`src/rtl/mux_scan_pkg.sv`:
```
// Shared widths and state encoding for the 4:1 mux scan controller.
package mux_scan_pkg;

    localparam int CH_W       = 2;
    localparam int SETTLE_W   = 4;
    localparam int SETTLE_MAX = 15;
    localparam int FRAME_W    = 1 << CH_W;

    typedef enum logic [1:0] {
        ST_IDLE   = 2'd0,
        ST_SETTLE = 2'd1,
        ST_SAMPLE = 2'd2,
        ST_DONE   = 2'd3
    } scan_state_t;

endpackage

```
`src/rtl/mux_scan_ctrl_if.sv`:
```
// Handshake and mux-side signals of the scan controller.
interface mux_scan_ctrl_if;
    import mux_scan_pkg::*;

    logic               start;
    logic               cont;
    logic               y;
    logic               ready;
    logic               e;
    logic               s1;
    logic               s0;
    logic [FRAME_W-1:0] data;
    logic               valid;
    logic               busy;

    modport master (
        output start, cont, y, ready,
        input  e, s1, s0, data, valid, busy
    );

    modport slave (
        input  start, cont, y, ready,
        output e, s1, s0, data, valid, busy
    );

endinterface

```
`src/rtl/mux_scan_ctrl_settle_timer.sv`:
```
// Settle down-counter; done marks the last settle cycle (count == 1).
module settle_timer
    import mux_scan_pkg::*;
#(
    parameter int W = SETTLE_W
) (
    input  logic         clk,
    input  logic         rst,
    input  logic         load,
    input  logic [W-1:0] load_val,
    input  logic         dec,
    output logic         done
);

    logic [W-1:0] cnt;

    always_ff @(posedge clk) begin
        if (rst) begin
            cnt <= '0;
        end else if (load) begin
            cnt <= load_val;
        end else if (dec && cnt != '0) begin
            cnt <= cnt - W'(1);
        end
    end

    assign done = (cnt == W'(1));

endmodule

```
`src/rtl/mux_scan_ctrl.sv`:
```
// Scans the four inputs of a 4:1 mux into a frame and hands it off with VALID/READY.
//   state  | meaning
//   IDLE   | mux disabled, waiting for START
//   SETTLE | mux enabled on current channel, waiting SETTLE_CYCLES
//   SAMPLE | one cycle; Y captured into frame[channel] at its closing edge
//   DONE   | frame presented on DATA with VALID until handshake
module mux_scan_ctrl
    import mux_scan_pkg::*;
#(
    parameter int SETTLE_CYCLES = 2
) (
    input logic            clk,
    input logic            rst,
    mux_scan_ctrl_if.slave bus
);

    localparam logic [1:0]          IDLE      = ST_IDLE;
    localparam logic [1:0]          SETTLE    = ST_SETTLE;
    localparam logic [1:0]          SAMPLE    = ST_SAMPLE;
    localparam logic [1:0]          DONE      = ST_DONE;
    localparam logic [CH_W-1:0]     CH_LAST   = CH_W'(FRAME_W - 1);
    localparam logic [SETTLE_W-1:0] SETTLE_LD = SETTLE_W'(SETTLE_CYCLES);

    logic [1:0]         state, state_nxt;
    logic [CH_W-1:0]    ch, ch_nxt;
    logic [FRAME_W-1:0] frame, frame_cap;
    logic [FRAME_W-1:0] data_q;
    logic               tmr_load, tmr_dec, tmr_done;
    logic               active_nxt;
    logic               e_q, s1_q, s0_q, valid_q, busy_q;

    settle_timer #(.W(SETTLE_W)) u_timer (
        .clk      (clk),
        .rst      (rst),
        .load     (tmr_load),
        .load_val (SETTLE_LD),
        .dec      (tmr_dec),
        .done     (tmr_done)
    );

    always_comb begin
        state_nxt = state;
        ch_nxt    = ch;
        tmr_load  = 1'b0;
        tmr_dec   = 1'b0;
        frame_cap = frame;
        frame_cap[ch] = bus.y;
        case (state)
            IDLE: begin
                if (bus.start) begin
                    state_nxt = SETTLE;
                    ch_nxt    = '0;
                    tmr_load  = 1'b1;
                end
            end
            SETTLE: begin
                if (tmr_done) state_nxt = SAMPLE;
                else          tmr_dec   = 1'b1;
            end
            SAMPLE: begin
                if (ch == CH_LAST) begin
                    state_nxt = DONE;
                    ch_nxt    = '0;
                end else begin
                    state_nxt = SETTLE;
                    ch_nxt    = ch + CH_W'(1);
                    tmr_load  = 1'b1;
                end
            end
            DONE: begin
                // START is ignored here; CONT alone picks the follow-up.
                if (bus.ready) begin
                    ch_nxt = '0;
                    if (bus.cont) begin
                        state_nxt = SETTLE;
                        tmr_load  = 1'b1;
                    end else begin
                        state_nxt = IDLE;
                    end
                end
            end
            default: state_nxt = IDLE;
        endcase
        active_nxt = (state_nxt == SETTLE) || (state_nxt == SAMPLE);
    end

    always_ff @(posedge clk) begin
        if (rst) begin
            state   <= IDLE;
            ch      <= '0;
            frame   <= '0;
            data_q  <= '0;
            e_q     <= 1'b1;
            s1_q    <= 1'b0;
            s0_q    <= 1'b0;
            valid_q <= 1'b0;
            busy_q  <= 1'b0;
        end else begin
            state <= state_nxt;
            ch    <= ch_nxt;
            if (state == SAMPLE) begin
                frame <= frame_cap;
                if (state_nxt == DONE) data_q <= frame_cap;
            end
            e_q     <= ~active_nxt;
            s1_q    <= active_nxt & ch_nxt[1];
            s0_q    <= active_nxt & ch_nxt[0];
            valid_q <= (state_nxt == DONE);
            busy_q  <= active_nxt;
        end
    end

    assign bus.e     = e_q;
    assign bus.s1    = s1_q;
    assign bus.s0    = s0_q;
    assign bus.data  = data_q;
    assign bus.valid = valid_q;
    assign bus.busy  = busy_q;

endmodule

```
`src/flat_wrapper.sv`:
```
// flat-port wrapper written by rule: the top's interface ports become plain ports
module mux_scan_ctrl_flat import mux_scan_pkg::*;
#(
    parameter int SETTLE_CYCLES = 2
)
  (clk, rst, bus_start, bus_cont, bus_y, bus_ready, bus_e, bus_s1, bus_s0, bus_data, bus_valid, bus_busy);
  mux_scan_ctrl_if bus_i ();
  input logic clk;
  input logic rst;
  input wire logic [$bits(bus_i.start)-1:0] bus_start;
  input wire logic [$bits(bus_i.cont)-1:0] bus_cont;
  input wire logic [$bits(bus_i.y)-1:0] bus_y;
  input wire logic [$bits(bus_i.ready)-1:0] bus_ready;
  output wire logic [$bits(bus_i.e)-1:0] bus_e;
  output wire logic [$bits(bus_i.s1)-1:0] bus_s1;
  output wire logic [$bits(bus_i.s0)-1:0] bus_s0;
  output wire logic [$bits(bus_i.data)-1:0] bus_data;
  output wire logic [$bits(bus_i.valid)-1:0] bus_valid;
  output wire logic [$bits(bus_i.busy)-1:0] bus_busy;
  assign bus_i.start = bus_start;
  assign bus_i.cont = bus_cont;
  assign bus_i.y = bus_y;
  assign bus_i.ready = bus_ready;
  assign bus_e = bus_i.e;
  assign bus_s1 = bus_i.s1;
  assign bus_s0 = bus_i.s0;
  assign bus_data = bus_i.data;
  assign bus_valid = bus_i.valid;
  assign bus_busy = bus_i.busy;
  mux_scan_ctrl #(.SETTLE_CYCLES(SETTLE_CYCLES)) u_core (.clk(clk), .rst(rst), .bus(bus_i));
endmodule
```
`config.mk`:
```
export PLATFORM = sky130hd
export DESIGN_NAME = mux_scan_ctrl_flat
export DESIGN_NICKNAME = d
export VERILOG_FILES = /design/src/rtl/mux_scan_pkg.sv /design/src/rtl/mux_scan_ctrl_if.sv /design/src/rtl/mux_scan_ctrl_settle_timer.sv /design/src/rtl/mux_scan_ctrl.sv /design/src/flat_wrapper.sv
export SDC_FILE = /design/constraint.sdc
export NUM_CORES = 1
export LEC_CHECK = 0
export ABC_CLOCK_PERIOD_IN_PS = 1500
export BUFFER_PORTS_ARGS = -buffer_cell sky130_fd_sc_hd__buf_4
export CORE_MARGIN = 3
export CORE_UTILIZATION = 48
export DETAILED_ROUTE_END_ITERATION = 8
export GPL_TIMING_DRIVEN = 1
export PLACE_DENSITY = 0.74
export SYNTH_ARGS = -nofsm -noshare
export SYNTH_HDL_FRONTEND = slang
export SYNTH_SLANG_ARGS = --single-unit
```
`constraint.sdc`:
```
create_clock -name clk -period 1.5 [get_ports clk]
set_input_delay 0.45 -clock clk [delete_from_list [all_inputs] [get_ports clk]]
set_output_delay 0.45 -clock clk [all_outputs]
set_load 0.005 [all_outputs]
```
Word-level counts from Yosys, hierarchy flattened
Cells that the tools add are included.
{ "op_classes": {"n_addsub": 2, "eq_ne": 8, "magnitude_cmp": 2, "n_bitwise": 3, "muxes": 22, "reduce_logical": 8} }
{ "op_table": {"columns": ["cell", "n"], "rows": [
  ["$mux W2", 9],
  ["$eq A2 B2 Y1 const B", 5],
  ["$mux W1", 8],
  ["$pmux W2 S4", 1],
  ["$pmux W2 S3", 1],
  ["$bwmux W4", 1],
  ["$eq A2 B1 Y1 const B", 2],
  ["$eq A4 B1 Y1 const B", 1],
  ["$reduce_bool A4 Y1", 1],
  ["$sub A4 B1 Y4 const B", 1],
  ["$lt A2 B3 Y1 const B", 1],
  ["$pmux W1 S3", 1],
  ["$add A2 B1 Y2 const B", 1],
  ["$and A1 B1 Y1", 2],
  ["$demux W1 S2", 1],
  ["$ge A2 B1 Y1 const B", 1],
  ["$logic_and A1 B1 Y1", 2],
  ["$logic_not A2 Y1", 1],
  ["$reduce_and A2 Y1", 1],
  ["$reduce_bool A2 Y1", 1],
  ["$reduce_or A2 Y1", 1],
  ["$logic_or A1 B1 Y1", 1],
  ["$not A1 Y1", 1]
]} }
{ "word_totals": {"elab_cells": 56, "output_inout_bits": 9, "inputBits": 6, "reg_bits": 21} }

Longest topological paths before layout
{ "logic_depth": {"ltp_word": 6, "mapped_depth": 10, "mapped_depth_nobuf": 9} }

By module
Synthesis repeated with hierarchy kept, for this count alone.
{ "unflattened": {"cells_unflattened": 121, "hier_area_um2": 1079.8} }
{ "by_module_without_submodules": {"columns": ["mod", "n_inst", "area_each_um2", "cells_per_inst"], "rows": [
  ["mux_scan_ctrl", 1, 793.3, 88],
  ["settle_timer", 1, 286.5, 33]
]} }

Least setup slack after synthesis
Ideal clock, no wire load.
{ "synth_timing": {"path_kind": "register to register", "startpoint": "register u_core.state[1]", "endpoint": "register u_core.data_q[0], in the netlist u_core.bus.data[0]", "path_stages_with_launch": 10, "n_path_buf": 2, "arrival_time_ns": 1.532, "setup_slack_ns": -0.118, "path_cell_list": "dfxtp_1 -> buf_2 -> and2b_1 -> nand3_1 -> o311a_1 -> ha_1 -> and2_1 -> buf_2 -> nor2_1 -> a211oi_1"} }
{ "synth_via": {"elab_chain_len": 4, "elab_cells_between_ends": 10, "classes_between": "eq/ne: 4; mux: 4; reduce/logical: 2"} }
{ "synth_lines": {"columns": ["element", "line", "source"], "rows": [
  ["start: declaration", "mux_scan_ctrl.sv:24", "logic [1:0] state, state_nxt;"],
  ["start signal: assignment", "mux_scan_ctrl.sv:99", "state <= state_nxt;"],
  ["$eq A2 B2 Y1 (tied with other cells)", "mux_scan_ctrl.sv:48", "case (state)"],
  ["$pmux W2 S4 (*)", "mux_scan_ctrl.sv:48", null],
  ["via u_core.state_nxt[0]", "mux_scan_ctrl.sv:24", null],
  ["$eq A2 B2 Y1 (*)", "mux_scan_ctrl.sv:103", "if (state_nxt == DONE) data_q <= frame_cap;"],
  ["$reduce_and A2 Y1 (no source line) (*)", null, null],
  ["end signal: assignment", "mux_scan_ctrl.sv:103", null],
  ["end: declaration", "mux_scan_ctrl.sv:27", "logic [FRAME_W-1:0] data_q;"]
]} }
The timed path passes the listed nets; every way through them passes the cells marked *.
A chain may end at the register's enable or synchronous reset.

Final worst setup path
{ "layout_timing": {"startpoint": "register u_core.u_timer.cnt[1]", "endpoint": "register u_core.u_timer.cnt[3]"} }
{ "layout_via": {"elab_chain_len": 4, "elab_cells_between_ends": 6, "classes_between": "add/sub: 1; eq/ne: 1; mux: 2; reduce/logical: 2"} }
{ "layout_lines": {"columns": ["element", "line", "source"], "rows": [
  ["start: declaration", "mux_scan_ctrl_settle_timer.sv:15", "logic [W-1:0] cnt;"],
  ["start signal: assignment", "mux_scan_ctrl_settle_timer.sv:21", "cnt <= load_val;"],
  ["start signal: assignment", "mux_scan_ctrl_settle_timer.sv:23", "cnt <= cnt - W'(1);"],
  ["$eq A4 B1 Y1", "mux_scan_ctrl_settle_timer.sv:27", "assign done = (cnt == W'(1));"],
  ["$mux W1", "mux_scan_ctrl.sv:57", "if (tmr_done) state_nxt = SAMPLE;"],
  ["$mux W1", "mux_scan_ctrl.sv:48", null],
  ["$logic_and A1 B1 Y1", "mux_scan_ctrl_settle_timer.sv:22", "end else if (dec && cnt != '0) begin"]
]} }
Several ways; a longest one is shown, not always the timed one.

==> results.yml <==
worst_hold_path:
  timing.hold.worst_path_depth: 2
  min_from: "rst"
  min_delay_worst_endpoint: "u_core.state[1]$_SDFF_PP0_"
  timing.hold.worst.class: "primary input to register"
clock_network:
  ctsHtreeMaxLevel: 1
  clkTransAtPathRegs_ns: 0.13
  clock_sink_count: 21
  cts-buffers-inserted: 3
  max-clock-path-buffers: 2
  cts_tree: "done"
  cts.root.buffer_cell: "sky130_fd_sc_hd__clkbuf_4"
  clock_insertion_delay_worst_skew_ns: 0.32
  holdBufCountCts: 0
setup_path:
  setup.worst_path.class: "register to register"
  reg_to_reg_setup_timing_slack_ns: -0.03
  cp.required_ns: 1.75
  launch_point_of_the_worst_reg_to_reg_path: "u_core.u_timer.cnt[1]$_SDFFE_PP0P_"
  cp.arrival_ns: 1.78
  crit_chain: "inv_4 > ha_4 > nor2_2 > o31ai_2 > buf_4 > or3_1 > a21oi_1"
  crit_path_max_fanout: 4
  start_kind: "register"
  critical_path.endpoint_type: "register"
  crit_slowest_cell: "sky130_fd_sc_hd__dfxtp_2"
  reg2regPathDepth: 7
  max_stage_delay_on_crit_path_ns: 0.37
  critical_path.reg2reg.endpoint: "u_core.u_timer.cnt[3]$_SDFFE_PP0P_"
synthesis:
  synth.largest_area_cell: "sky130_fd_sc_hd__dfxtp_1"
  postSynthNetCount: 124
  netlist_instances: 110
  dominantRegCellSynth: "sky130_fd_sc_hd__dfxtp_1"
  ff_latch_count_synth: 21
  number_of_enable_flip_flop_cells_after_synthesis: 0
  synth-warning-count: 0
  avgSynthCellArea_sq_um: 8.78
  synth-seq-area-share_pct: 43.5
  synth_cell_types: 27
  synth.cell_area_sq_um: 966
  netlist.area_leader.share_pct: 43.5
  synthTopCellsByCount: "21 x sky130_fd_sc_hd__dfxtp_1, 12 x sky130_fd_sc_hd__nand2_1, 12 x sky130_fd_sc_hd__nor2_1"
  synth.top_cells.by_area: "sky130_fd_sc_hd__dfxtp_1 44%, sky130_fd_sc_hd__ha_1 10%, sky130_fd_sc_hd__nand2_1 4.7%"
  yosysMostFrequentCell: "sky130_fd_sc_hd__dfxtp_1"
  synthArstFlopShare_pct: 0
layout:
  final_layout_size_suffix_gt1_share_pct: 38.3
  area_growth_syn_to_layout_pct: 34.2
  layout.nets: 148
  area.sequential_sq_um: 435
  multi_input_gate_area_sq_um: 594
  insertedDiodeCount: 0
  final_util_pct: 71.2
  fillerInstances: 135
floorplanning:
  std_cell_rows: 15
  top_level_ports: 15
  design.die.area_sq_um: 2590
  fp.dieW_um: 50.9
  initial_core_utilization_pct: 53.1
  core-area_sq_um: 1820
  die_h_um: 50.9
timing:
  max_slew.worst_pin.slew_ns: 0.315
  slew_violations: 0
  setup_violations: 1
  finalCritPeriodShare_pct: 102
  final_report_hold_violation_count: 0
  rsz0062_at_grt: "yes"
  slew_headroom_pct: 78.9
  fmax_mhz: 654
  final_critical_path_setup_slack_ns: -0.0294
  post-route-min-period_ns: 1.53
  fin_worst_skew_ns: 0.00764
power:
  power.internal_mw: 0.755
  ir_worst_vdd_v: 0.000613
  power.switching_mw: 0.283
  clock_power_share_pct: 27.9
  power_frac_comb_pct: 15.5
  power.share.sequential_pct: 56.5
  switching_fraction_pct: 27.3
  power.leakage_nw: 0.507
  powerDensity_nw_per_um2: 801
routing:
  postRouteAntennaNets: 0
  routed-via-count: 850
  drt-vias-per-instance: 5.38
  route.detailed.wl_per_inst_um: 13.6
  drt_pre_antenna_iters: 4
  drt-total-wl_um: 2140
  drtIter0Drc: 8
  route.detailed.drc: 0
place:
  port_buffers: 14
  hpwl_um: 1440
  worst_setup_timing_slack_at_the_placement_stage_ns: -0.0743
  gp_congestion: 0.713
grt:
  antenna_violations_before_repair: 0
  grt_pass1_wl_um: 3260
  globalRouteTotalUtil_pct: 16.9
  vias_in_the_first_global_route: 778
  largest_net_degree_at_the_start_of_global_routing: 17
  global_route.overflow_total: 0
job:
  number_of_violations_of_the_max_capacitance_limit: 0
status:
  outcome: "finished, violations left"
  violated_checks: "negative setup slack"
[logic make-up after synthesis]
logic type	synth area share, %
XOR/XNOR	0.907
adder cells (fa/ha/maj)	10.4
buffers and inverters	4.53
AND/OR/NAND/NOR	21.6
multiplexers	5.31
flip-flops	43.5
AO/OA/AOI/OAI	13.7
[repair_timing]
| action | CTS | global route |
|---|---|---|
| pin swaps | 2 | 4 |
| gates cloned | 0 | 0 |
| gates resized for setup | 8 | 17 |
| endpoints found under the setup margin | 7 | 10 |
| buffers inserted | 1 | 2 |
[cells in the final DEF, fill, tap and decap left out, drive strengths merged]
cell type and n:
a22oi 2, mux2 1, clkbuf 3, and2 1, and2b 1, buf 24
and3 1, a21oi 8, nand3 5, nand4b 1, nor2b 4, nand2 12
ha 8, nor2 12, mux2i 4, o31ai 2, or3 2, o21ai 2
o311a 1, xnor2 1, clkinvlp 1, nand2b 3, or3b 1, o22ai 2
dfxtp 21, inv 6, a211oi 4
[flip-flops by register name, summed over array words and instances, names as in the netlist, 2 cells and up]
signal and count:
u_core.state 2, u_core.ch 2, u_core.frame 4, u_core.bus.data 4, u_core.u_timer.cnt 4
[metrics by stage]
step | cells | setup TNS, ns | hold slack [ns] | power (mW) | cell area (sq um)
after floorplan | 110 | -0.0182 | 0.436 | 0.670 | 1000
after global placement | 151 | -0.00564 | 0.441 | 0.715 | 1160
after detailed placement | 151 | -0.246 | 0.451 | 0.722 | 1160
after CTS | 156 | -0.0180 | 0.377 | 1.02 | 1200
after global routing | 158 | -0.423 | 0.390 | 1.09 | 1300
final | 158 | -0.0294 | 0.400 | 1.04 | 1300
[power by group through the flow]
stage / clock, mW / sequential, mW / combinational, mW
2_1_floorplan: 0 / 0.596 / 0.0739
3_3_place_gp: 0 / 0.596 / 0.119
3_5_place_dp: 0 / 0.598 / 0.124
4_1_cts: 0.303 / 0.587 / 0.133
5_1_grt: 0.330 / 0.589 / 0.175
6_report: 0.290 / 0.587 / 0.161
[layout make-up]
type / count / share of cell area (%)
sequential: 21 / 33.6
clock inverter: 1 / 0.579
clock buffer: 3 / 1.74
inverter: 6 / 1.93
tap: 25 / 2.41
timing repair buffer: 24 / 13.9
multi-input combinational: 78 / 45.8
[critical path: cells and delay by family, from the launching register on]
family | cells | cell delay, ns
simple gates | 2 | 0.49
flops | 1 | 0.37
compound gates | 2 | 0.25
buf+inv | 2 | 0.20
fa+ha+maj | 1 | 0.17
[routing by layer]
layer,track usage (%),part of all wire (%)
met3,6.71,3.9
met4,5.38,1.4
met2,29.6,53
met5,0,0
met1,18.7,42
[worst max-delay path by stage]
stage | start | end | slack [ns] | cells past startpoint
floorplan | u_core.u_timer.cnt[1]$_SDFFE_PP0P_ | u_core.u_timer.cnt[1]$_SDFFE_PP0P_ | -0.02 | 6
global placement | bus_ready | u_core.bus.data[2]$_SDFFE_PP0P_ | -0.006 | 8
detailed placement | u_core.u_timer.cnt[1]$_SDFFE_PP0P_ | u_core.bus.data[0]$_SDFFE_PP0P_ | -0.07 | 8
CTS | u_core.state[0]$_SDFF_PP0_ | u_core.bus.data[0]$_SDFFE_PP0P_ | -0.02 | 5
global route | u_core.state[1]$_SDFF_PP0_ | u_core.u_timer.cnt[3]$_SDFFE_PP0P_ | -0.09 | 6
finish | u_core.u_timer.cnt[1]$_SDFFE_PP0P_ | u_core.u_timer.cnt[3]$_SDFFE_PP0P_ | -0.03 | 7
(Power assumes the default switching activity.)
